## src/rtl/mult_wb_buffer_pkg.sv

```systemverilog
// Shared constants for the multiply write-back buffer.
//   MULT_PPL_STAGE : multiplier pipeline depth (>= 2); sets the stall threshold
//   REG_AW         : register-file address width
//   XLEN           : register data width
//   NREG           : number of architectural registers (width of pend vectors)
package mult_wb_buffer_pkg;
    localparam int MULT_PPL_STAGE = 4;
    localparam int REG_AW         = 5;
    localparam int XLEN           = 32;
    localparam int NREG           = 1 << REG_AW;
endpackage

```

## src/rtl/mult_wb_buffer_fifo.sv

```systemverilog
// mult_wb_fifo: in-order storage of multiply results awaiting the RF write port.
// Each entry holds {valid, rd, data}. Entries can be invalidated in place by a
// squash-by-address; invalid entries still occupy a slot until popped.
// Ports:
//   clk, rst            clock, synchronous active-low reset
//   push_i/_rd_i/_data_i  enqueue at tail (caller guarantees room or a same-cycle pop)
//   pop_i               dequeue head (caller guarantees count_o != 0)
//   squash_i/_rd_i      clear valid of every entry whose rd matches
//   head_valid_o/_rd_o/_data_o  current head entry
//   any_valid_o         at least one valid entry is stored
//   pend_vec_o          one-hot OR of rd over valid entries (bit 0 forced 0)
//   count_o             occupancy including squashed entries
module mult_wb_fifo
    import mult_wb_buffer_pkg::*;
#(
    parameter int DEPTH = 8,
    parameter int CNT_W = $clog2(DEPTH + 1)
) (
    input  logic              clk,
    input  logic              rst,
    input  logic              push_i,
    input  logic [REG_AW-1:0] push_rd_i,
    input  logic [XLEN-1:0]   push_data_i,
    input  logic              pop_i,
    input  logic              squash_i,
    input  logic [REG_AW-1:0] squash_rd_i,
    output logic              head_valid_o,
    output logic [REG_AW-1:0] head_rd_o,
    output logic [XLEN-1:0]   head_data_o,
    output logic              any_valid_o,
    output logic [NREG-1:0]   pend_vec_o,
    output logic [CNT_W-1:0]  count_o
);
    localparam int PTR_W = (DEPTH > 1) ? $clog2(DEPTH) : 1;

    logic              valid_q [DEPTH];
    logic [REG_AW-1:0] rd_q    [DEPTH];
    logic [XLEN-1:0]   data_q  [DEPTH];
    logic [PTR_W-1:0]  head_q, head_d;
    logic [PTR_W-1:0]  tail_q, tail_d;
    logic [CNT_W-1:0]  count_q, count_d;
    logic [NREG-1:0]   ent_vec [DEPTH];

    function automatic logic [PTR_W-1:0] ptr_inc(input logic [PTR_W-1:0] p);
        return (p == PTR_W'(DEPTH - 1)) ? '0 : p + 1'b1;
    endfunction

    always_comb begin
        head_d  = pop_i  ? ptr_inc(head_q) : head_q;
        tail_d  = push_i ? ptr_inc(tail_q) : tail_q;
        count_d = count_q + CNT_W'(push_i) - CNT_W'(pop_i);
    end

    // Valid bits: squash first, then pop clears the head, then a push sets
    // the tail. When full with push+pop, tail == head and the push wins.
    always_ff @(posedge clk) begin
        if (!rst) begin
            for (int i = 0; i < DEPTH; i++) valid_q[i] <= 1'b0;
            head_q  <= '0;
            tail_q  <= '0;
            count_q <= '0;
        end else begin
            for (int i = 0; i < DEPTH; i++) begin
                if (squash_i && valid_q[i] && (rd_q[i] == squash_rd_i))
                    valid_q[i] <= 1'b0;
            end
            if (pop_i)  valid_q[head_q] <= 1'b0;
            if (push_i) valid_q[tail_q] <= 1'b1;
            head_q  <= head_d;
            tail_q  <= tail_d;
            count_q <= count_d;
        end
    end

    // Payload needs no reset; it is only observed behind a valid bit.
    always_ff @(posedge clk) begin
        if (push_i) begin
            rd_q[tail_q]   <= push_rd_i;
            data_q[tail_q] <= push_data_i;
        end
    end

    generate
        for (genvar gi = 0; gi < DEPTH; gi++) begin : g_ent
            assign ent_vec[gi] = valid_q[gi] ? (NREG'(1) << rd_q[gi]) : '0;
        end
    endgenerate

    always_comb begin
        pend_vec_o  = '0;
        any_valid_o = 1'b0;
        for (int i = 0; i < DEPTH; i++) begin
            pend_vec_o  = pend_vec_o | ent_vec[i];
            any_valid_o = any_valid_o | valid_q[i];
        end
        pend_vec_o[0] = 1'b0;
    end

    assign head_valid_o = valid_q[head_q];
    assign head_rd_o    = rd_q[head_q];
    assign head_data_o  = data_q[head_q];
    assign count_o      = count_q;
endmodule

```

## src/rtl/mult_wb_buffer.sv

```systemverilog
// mult_wb_buffer: arbitrates the single register-file write port between the
// main pipeline MEM/WB write and completed multiply results, buffering losers.
// Ports:
//   clk, rst                  clock, synchronous active-low reset
//   mult_valid_i/_rd_addr_i/_rd_data_i  last-stage multiply result
//   wb_we_i/_addr_i/_data_i   main pipeline write
//   rf_we_o/_waddr_o/_wdata_o register-file write port
//   pend_vec_o                registers targeted by valid buffered entries
//   count_o                   buffer occupancy (valid + squashed entries)
//   stall_o                   freeze multiply issue (from registered count)
//   overflow_o                sticky: a result was dropped on a full buffer
module mult_wb_buffer
    import mult_wb_buffer_pkg::*;
#(
    parameter int DEPTH      = 8,
    parameter int PPL_STAGES = MULT_PPL_STAGE,
    parameter int CNT_W      = $clog2(DEPTH + 1)
) (
    input  logic              clk,
    input  logic              rst,
    input  logic              mult_valid_i,
    input  logic [REG_AW-1:0] mult_rd_addr_i,
    input  logic [XLEN-1:0]   mult_rd_data_i,
    input  logic              wb_we_i,
    input  logic [REG_AW-1:0] wb_addr_i,
    input  logic [XLEN-1:0]   wb_data_i,
    output logic              rf_we_o,
    output logic [REG_AW-1:0] rf_waddr_o,
    output logic [XLEN-1:0]   rf_wdata_o,
    output logic [NREG-1:0]   pend_vec_o,
    output logic [CNT_W-1:0]  count_o,
    output logic              stall_o,
    output logic              overflow_o
);
    logic              wb_eff, mult_eff, same_rd, bypass;
    logic              want_push, push, pop, full, ovf_set;
    logic              head_valid, any_valid;
    logic [REG_AW-1:0] head_rd;
    logic [XLEN-1:0]   head_data;
    logic [NREG-1:0]   fifo_pend;
    logic [CNT_W-1:0]  count;
    logic              we_d;
    logic [REG_AW-1:0] waddr_d;
    logic [XLEN-1:0]   wdata_d;
    logic              overflow_q, overflow_d;

    assign wb_eff   = wb_we_i && (wb_addr_i != '0);
    assign mult_eff = mult_valid_i && (mult_rd_addr_i != '0);
    // The concurrent multiply is older than the WB instruction, so its result
    // to the same register is dead.
    assign same_rd  = wb_eff && (mult_rd_addr_i == wb_addr_i);
    assign full     = (count == CNT_W'(DEPTH));

    always_comb begin
        we_d      = 1'b0;
        waddr_d   = '0;
        wdata_d   = '0;
        bypass    = 1'b0;
        // Squashed heads drain regardless of port ownership.
        pop       = (count != '0) && (!head_valid || !wb_eff);
        if (wb_eff) begin
            we_d    = 1'b1;
            waddr_d = wb_addr_i;
            wdata_d = wb_data_i;
        end else if (head_valid) begin
            we_d    = 1'b1;
            waddr_d = head_rd;
            wdata_d = head_data;
        end else if (mult_eff && !any_valid) begin
            bypass  = 1'b1;
            we_d    = 1'b1;
            waddr_d = mult_rd_addr_i;
            wdata_d = mult_rd_data_i;
        end
        want_push  = mult_eff && !same_rd && !bypass;
        push       = want_push && (!full || pop);
        ovf_set    = want_push && full && !pop;
        overflow_d = overflow_q | ovf_set;
    end

    mult_wb_fifo #(
        .DEPTH (DEPTH),
        .CNT_W (CNT_W)
    ) u_fifo (
        .clk          (clk),
        .rst          (rst),
        .push_i       (push),
        .push_rd_i    (mult_rd_addr_i),
        .push_data_i  (mult_rd_data_i),
        .pop_i        (pop),
        .squash_i     (wb_eff),
        .squash_rd_i  (wb_addr_i),
        .head_valid_o (head_valid),
        .head_rd_o    (head_rd),
        .head_data_o  (head_data),
        .any_valid_o  (any_valid),
        .pend_vec_o   (fifo_pend),
        .count_o      (count)
    );

    always_ff @(posedge clk) begin
        if (!rst) overflow_q <= 1'b0;
        else      overflow_q <= overflow_d;
    end

    // Outputs are held quiet while reset is asserted.
    assign rf_we_o    = rst && we_d;
    assign rf_waddr_o = rst ? waddr_d : '0;
    assign rf_wdata_o = rst ? wdata_d : '0;
    assign pend_vec_o = rst ? fifo_pend : '0;
    assign count_o    = count;
    assign stall_o    = rst && (count >= CNT_W'(DEPTH - PPL_STAGES));
    assign overflow_o = overflow_q;
endmodule

```

## config.mk

```make
export PLATFORM = sky130hd
export DESIGN_NAME = mult_wb_buffer
export DESIGN_NICKNAME = d
export VERILOG_FILES = /design/src/rtl/mult_wb_buffer_pkg.sv /design/src/rtl/mult_wb_buffer_fifo.sv /design/src/rtl/mult_wb_buffer.sv
export SDC_FILE = /design/constraint.sdc
export NUM_CORES = 1
export LEC_CHECK = 0
export BUFFER_PORTS_ARGS = -buffer_cell sky130_fd_sc_hd__buf_2
export CAP_MARGIN = 5
export CORE_UTILIZATION = 60
export CTS_CLUSTER_DIAMETER = 120
export DETAILED_ROUTE_END_ITERATION = 8
export PLACE_DENSITY = 0.79
export SYNTH_ARGS = -nofsm -noshare
export SYNTH_HDL_FRONTEND = slang
export SYNTH_SLANG_ARGS = --single-unit
```

## constraint.sdc

```tcl
create_clock -name clk -period 5.4 [get_ports clk]
set_input_delay 0.54 -clock clk [delete_from_list [all_inputs] [get_ports clk]]
set_output_delay 0.54 -clock clk [all_outputs]
set_load 0.02 [all_outputs]
```

==> key figures <==
Pwr
  – Comb pwr share: 0.243
  – Power Density: 375 nW/um^2
  – Reg power frac: 0.447
  – Max VDD drop: 318 uV
  – Leakage: 5.60 nW
  – Sw frac: 0.275
  – Clk pwr share: 0.311
  – Pint: 4.77 mW
  – Psw: 1.81 mW

Outcome
  – Status: finished, final reports clean

Place
  – DP HPWL: 26800 um
  – GP Congestion: 0.984
  – Dpl cell area: 16500 sq um
  – Port buffer count: 152

STA
  – Final slew viol count: 0
  – Slew margin rel.: 0.421
  – RSZ-0062 raised after global routing: no
  – Setup TNS: 0 ps
  – Fmax: 227 MHz
  – Clock Skews: 17.0 ps
  – Fin crit period: 4400 ps
  – Period utilization: 0.815
  – Worst Tran Pin Value: 868 ps
  – Hold Fails Final Rpt: 0
  – Final setup fails: 0

Worst setup path
  – CP Max Fanout: 32
  – Slowest Stage Delay on Critical Path: 640 ps
  – Worst path required time: 4860 ps
  – R2r worst-path depth: 7
  – Crit path DAT: 3860 ps
  – CP Cell Sequence: buf_4 -> buf_4 -> mux4_2 -> mux2_2 -> a221oi_1 -> nor2_1 -> buf_2
  – R2r setup slk: 1650 ps
  – RR Endpoint: u_fifo.rd_q[0][0]
  – CP Capture Type: output port
  – Worst path slowest cell: buf_4
  – Crit. path cell count: 7
  – Crit path max-delay family: buffers and inverters
  – Startpoint types: register
  – WP buf/inv: 3
  – WS Path Type: register to output port
  – Most used cell, CP: buf_4

GRT
  – Largest net degree at the start of global routing: 59
  – First-pass GRT wire length: 64900 um
  – Total grt overflow: 0
  – Vias in the first global route: 10800
  – All-layer global routing usage: 0.330
  – Initial antenna violation count: 3

Floorplan
  – Initial Util: 0.614
  – Core area: 25300 sq um
  – Site Rows: 58
  – Die H: 163 um
  – Die area: 26600 sq um
  – Ports: 154
  – Die Wd: 163 um

Final layout
  – Layout area overhead: 12.5%
  – Area of the multi-input gates: 5860 sq um
  – Fraction of layout cells with a size suffix above 1: 0.300
  – # fillers: 1663
  – Post-route cell area: 17500 sq um
  – Area occupied by registers: 9340 sq um
  – Layout Nets: 1271

Detailed routing
  – Drt total wl: 43400 um
  – Drt first pass iters: 8
  – Drt drc: 0
  – WL/cell: 28.2 um
  – DR vias/cell: 7.17
  – Number of DRC markers in iteration 0: 1633
  – Post-route antenna net violation count: 0
  – Via Count: 11000

Synth
  – FF+latch count, synth: 318
  – Synth area leader: edfxtp_1
  – Synth unique cells: 54
  – EDFF count, synth: 296
  – Largest cells by area after synthesis: edfxtp_1 57%, mux4_2 11%, o22ai_1 5.1%
  – Cell Area, Synth: 15600 sq um
  – Mapped Nets: 1160
  – Synth Flop Type: edfxtp_1
  – Post-synthesis sequential area ratio: 0.600
  – Syn Inst Count: 1070
  – Synthesis Warnings: 0
  – Mapped Avg Cell Area: 14.5 sq um
  – Async set or reset register ratio after synthesis: 0
  – Area share of the largest cell type after synthesis: 0.571

Clock network
  – Cts bufs inserted: 30
  – Depth of the CTS H-tree: 1
  – Post-CTS Setup Repair Bufs: 0
  – CTS tree: yes
  – Post-CTS sizing: 0
  – Clk_lat worst skew: 550 ps
  – Hold buffers post-CTS: 0
  – Clock slew at reported path FFs: 60 ps
  – CTS max path bufs: 3
  – Root buf cell: clkbuf_16
  – Clk sinks: 318

Min path
  – Worst hold start: mult_rd_data_i[14]
  – HP Class: primary input to register
  – Hold path endpoint: u_fifo.data_q[3][14]
  – Hold depth: 1

Run
  – Maximum capacitance violations: 0
[cells in the final DEF (no fill, tap or decap), types with 5 or more instances in the layout]
cell,netlist,layout
edfxtp_1,296,296
buf_2,16,152
o22ai_1,126,126
mux4_2,76,76
nor2_1,53,53
mux2_2,37,37
a221oi_1,37,37
o21ai_0,35,34
nand2_1,31,31
nand3b_1,31,31
o41a_1,31,31
clkbuf_16,0,31
xnor2_1,26,26
nand3_1,23,23
xor2_1,21,21
dfxtp_1,22,19
or3b_2,17,17
buf_4,1,17
ha_1,11,11
nand4_1,10,10
nor2b_1,10,10
inv_1,9,9
clkinv_1,0,8
or3_1,7,7
nor3_2,0,7
o311ai_0,7,7
clkbuf_1,63,7
nand2b_1,6,6
o32ai_1,5,5
clkinv_2,0,5
[worst max path at each step]
stage	endpoint	startpoint	slack (ps)
after floorplan	u_fifo.data_q[2][0]	wb_addr_i[0]	640
after global placement	rf_wdata_o[10]	register	1560
after detailed placement	u_fifo.data_q[0][24]	wb_addr_i[0]	1450
after CTS	rf_wdata_o[15]	register	870
after global routing	rf_wdata_o[15]	register	700
final	rf_wdata_o[15]	register	1000
[state kept, by name (all words and copies together) (netlist names), named ones only]
signal / flops
u_fifo.head_q: 3
u_fifo.rd_q: 40
u_fifo.count_o: 4
overflow_o: 1
u_fifo.data_q: 256
u_fifo.valid_q: 8
u_fifo.tail_q: 3
[worst reg2reg max path, delay by kind of cell (launching register included)]
family	cells	cell delay, ps
compound gates	2	560
buf+inv	2	710
flops	1	520
mux	2	1070
simple gates	1	530
[power by group through the flow]
stage / registers [mW] / clock network (mW) / logic [mW]
after floorplan: 2.92 / 0 / 1.26
after global placement: 2.98 / 0 / 1.54
after detailed placement: 2.98 / 0 / 1.58
after CTS: 2.93 / 2.06 / 1.60
after global routing: 2.95 / 2.15 / 1.70
final: 2.93 / 2.04 / 1.59
[Yosys cell counts (all sizes together) (2+ instances only)]
master  number
a21boi       3
nand3       23
or3b        17
buf         26
o41a        31
or3          7
edfxtp     296
a221oi      37
mux2        38
nor3         9
and3         2
nor2b       10
nor2        53
nand2       31
a22o         2
o311ai       7
ha          11
and4b        2
a21o         2
xor2        21
o32ai        5
nand4       10
and2         3
nor4         2
or2          2
xnor2       26
o21ai       39
nand3b      31
nor4b        2
inv         11
mux2i        3
o22ai      126
clkbuf      64
a21oi        3
or4          4
dfxtp       22
mux4        76
nand2b       6
[metal layers]
layer	up-vias	track usage	share of wire
met3	172	0.0536	0.092
met2	771	0.548	0.49
li1	4646	-	-
met1	5432	0.432	0.37
met5	-	0	0
met4	0	0.147	0.044
[area by class of cell]
cell class / count / area share
Antenna cell: 3 / 0.000429
Clock buffer: 38 / 0.0458
Clock inverter: 18 / 0.00914
Inverter: 11 / 0.00236
Multi-Input combinational cell: 651 / 0.335
Sequential cell: 318 / 0.533
Tap cell: 330 / 0.0236
Timing Repair Buffer: 169 / 0.0507
[logic make-up after synthesis]
family / Yosys count / synth area share
and+or+nand+nor: 214 / 0.0763
buffers and inverters: 101 / 0.0269
DFF: 318 / 0.600
AOI/OAI and AO/OA: 260 / 0.121
xor gates and xnor gates: 47 / 0.0265
other: 1 / 0.000241
muxes: 117 / 0.140
adders and majority gates: 12 / 0.0101
[per-stage QoR]
| stage | cells | setup WS, ps | hold WS [ps] | power (mW) | util |
|---|---|---|---|---|---|
| after floorplan | 1070 | 636 | 484 | 4.17 | - |
| after global placement | 1479 | 1560 | 495 | 4.51 | 0.653 |
| after detailed placement | 1479 | 1450 | 482 | 4.56 | 0.653 |
| after CTS | 1535 | 868 | 258 | 6.59 | 0.691 |
| after global routing | 1537 | 699 | 267 | 6.81 | 0.691 |
| final | 1538 | 1000 | 278 | 6.57 | 0.691 |
Power figures use the tool's default switching activity.
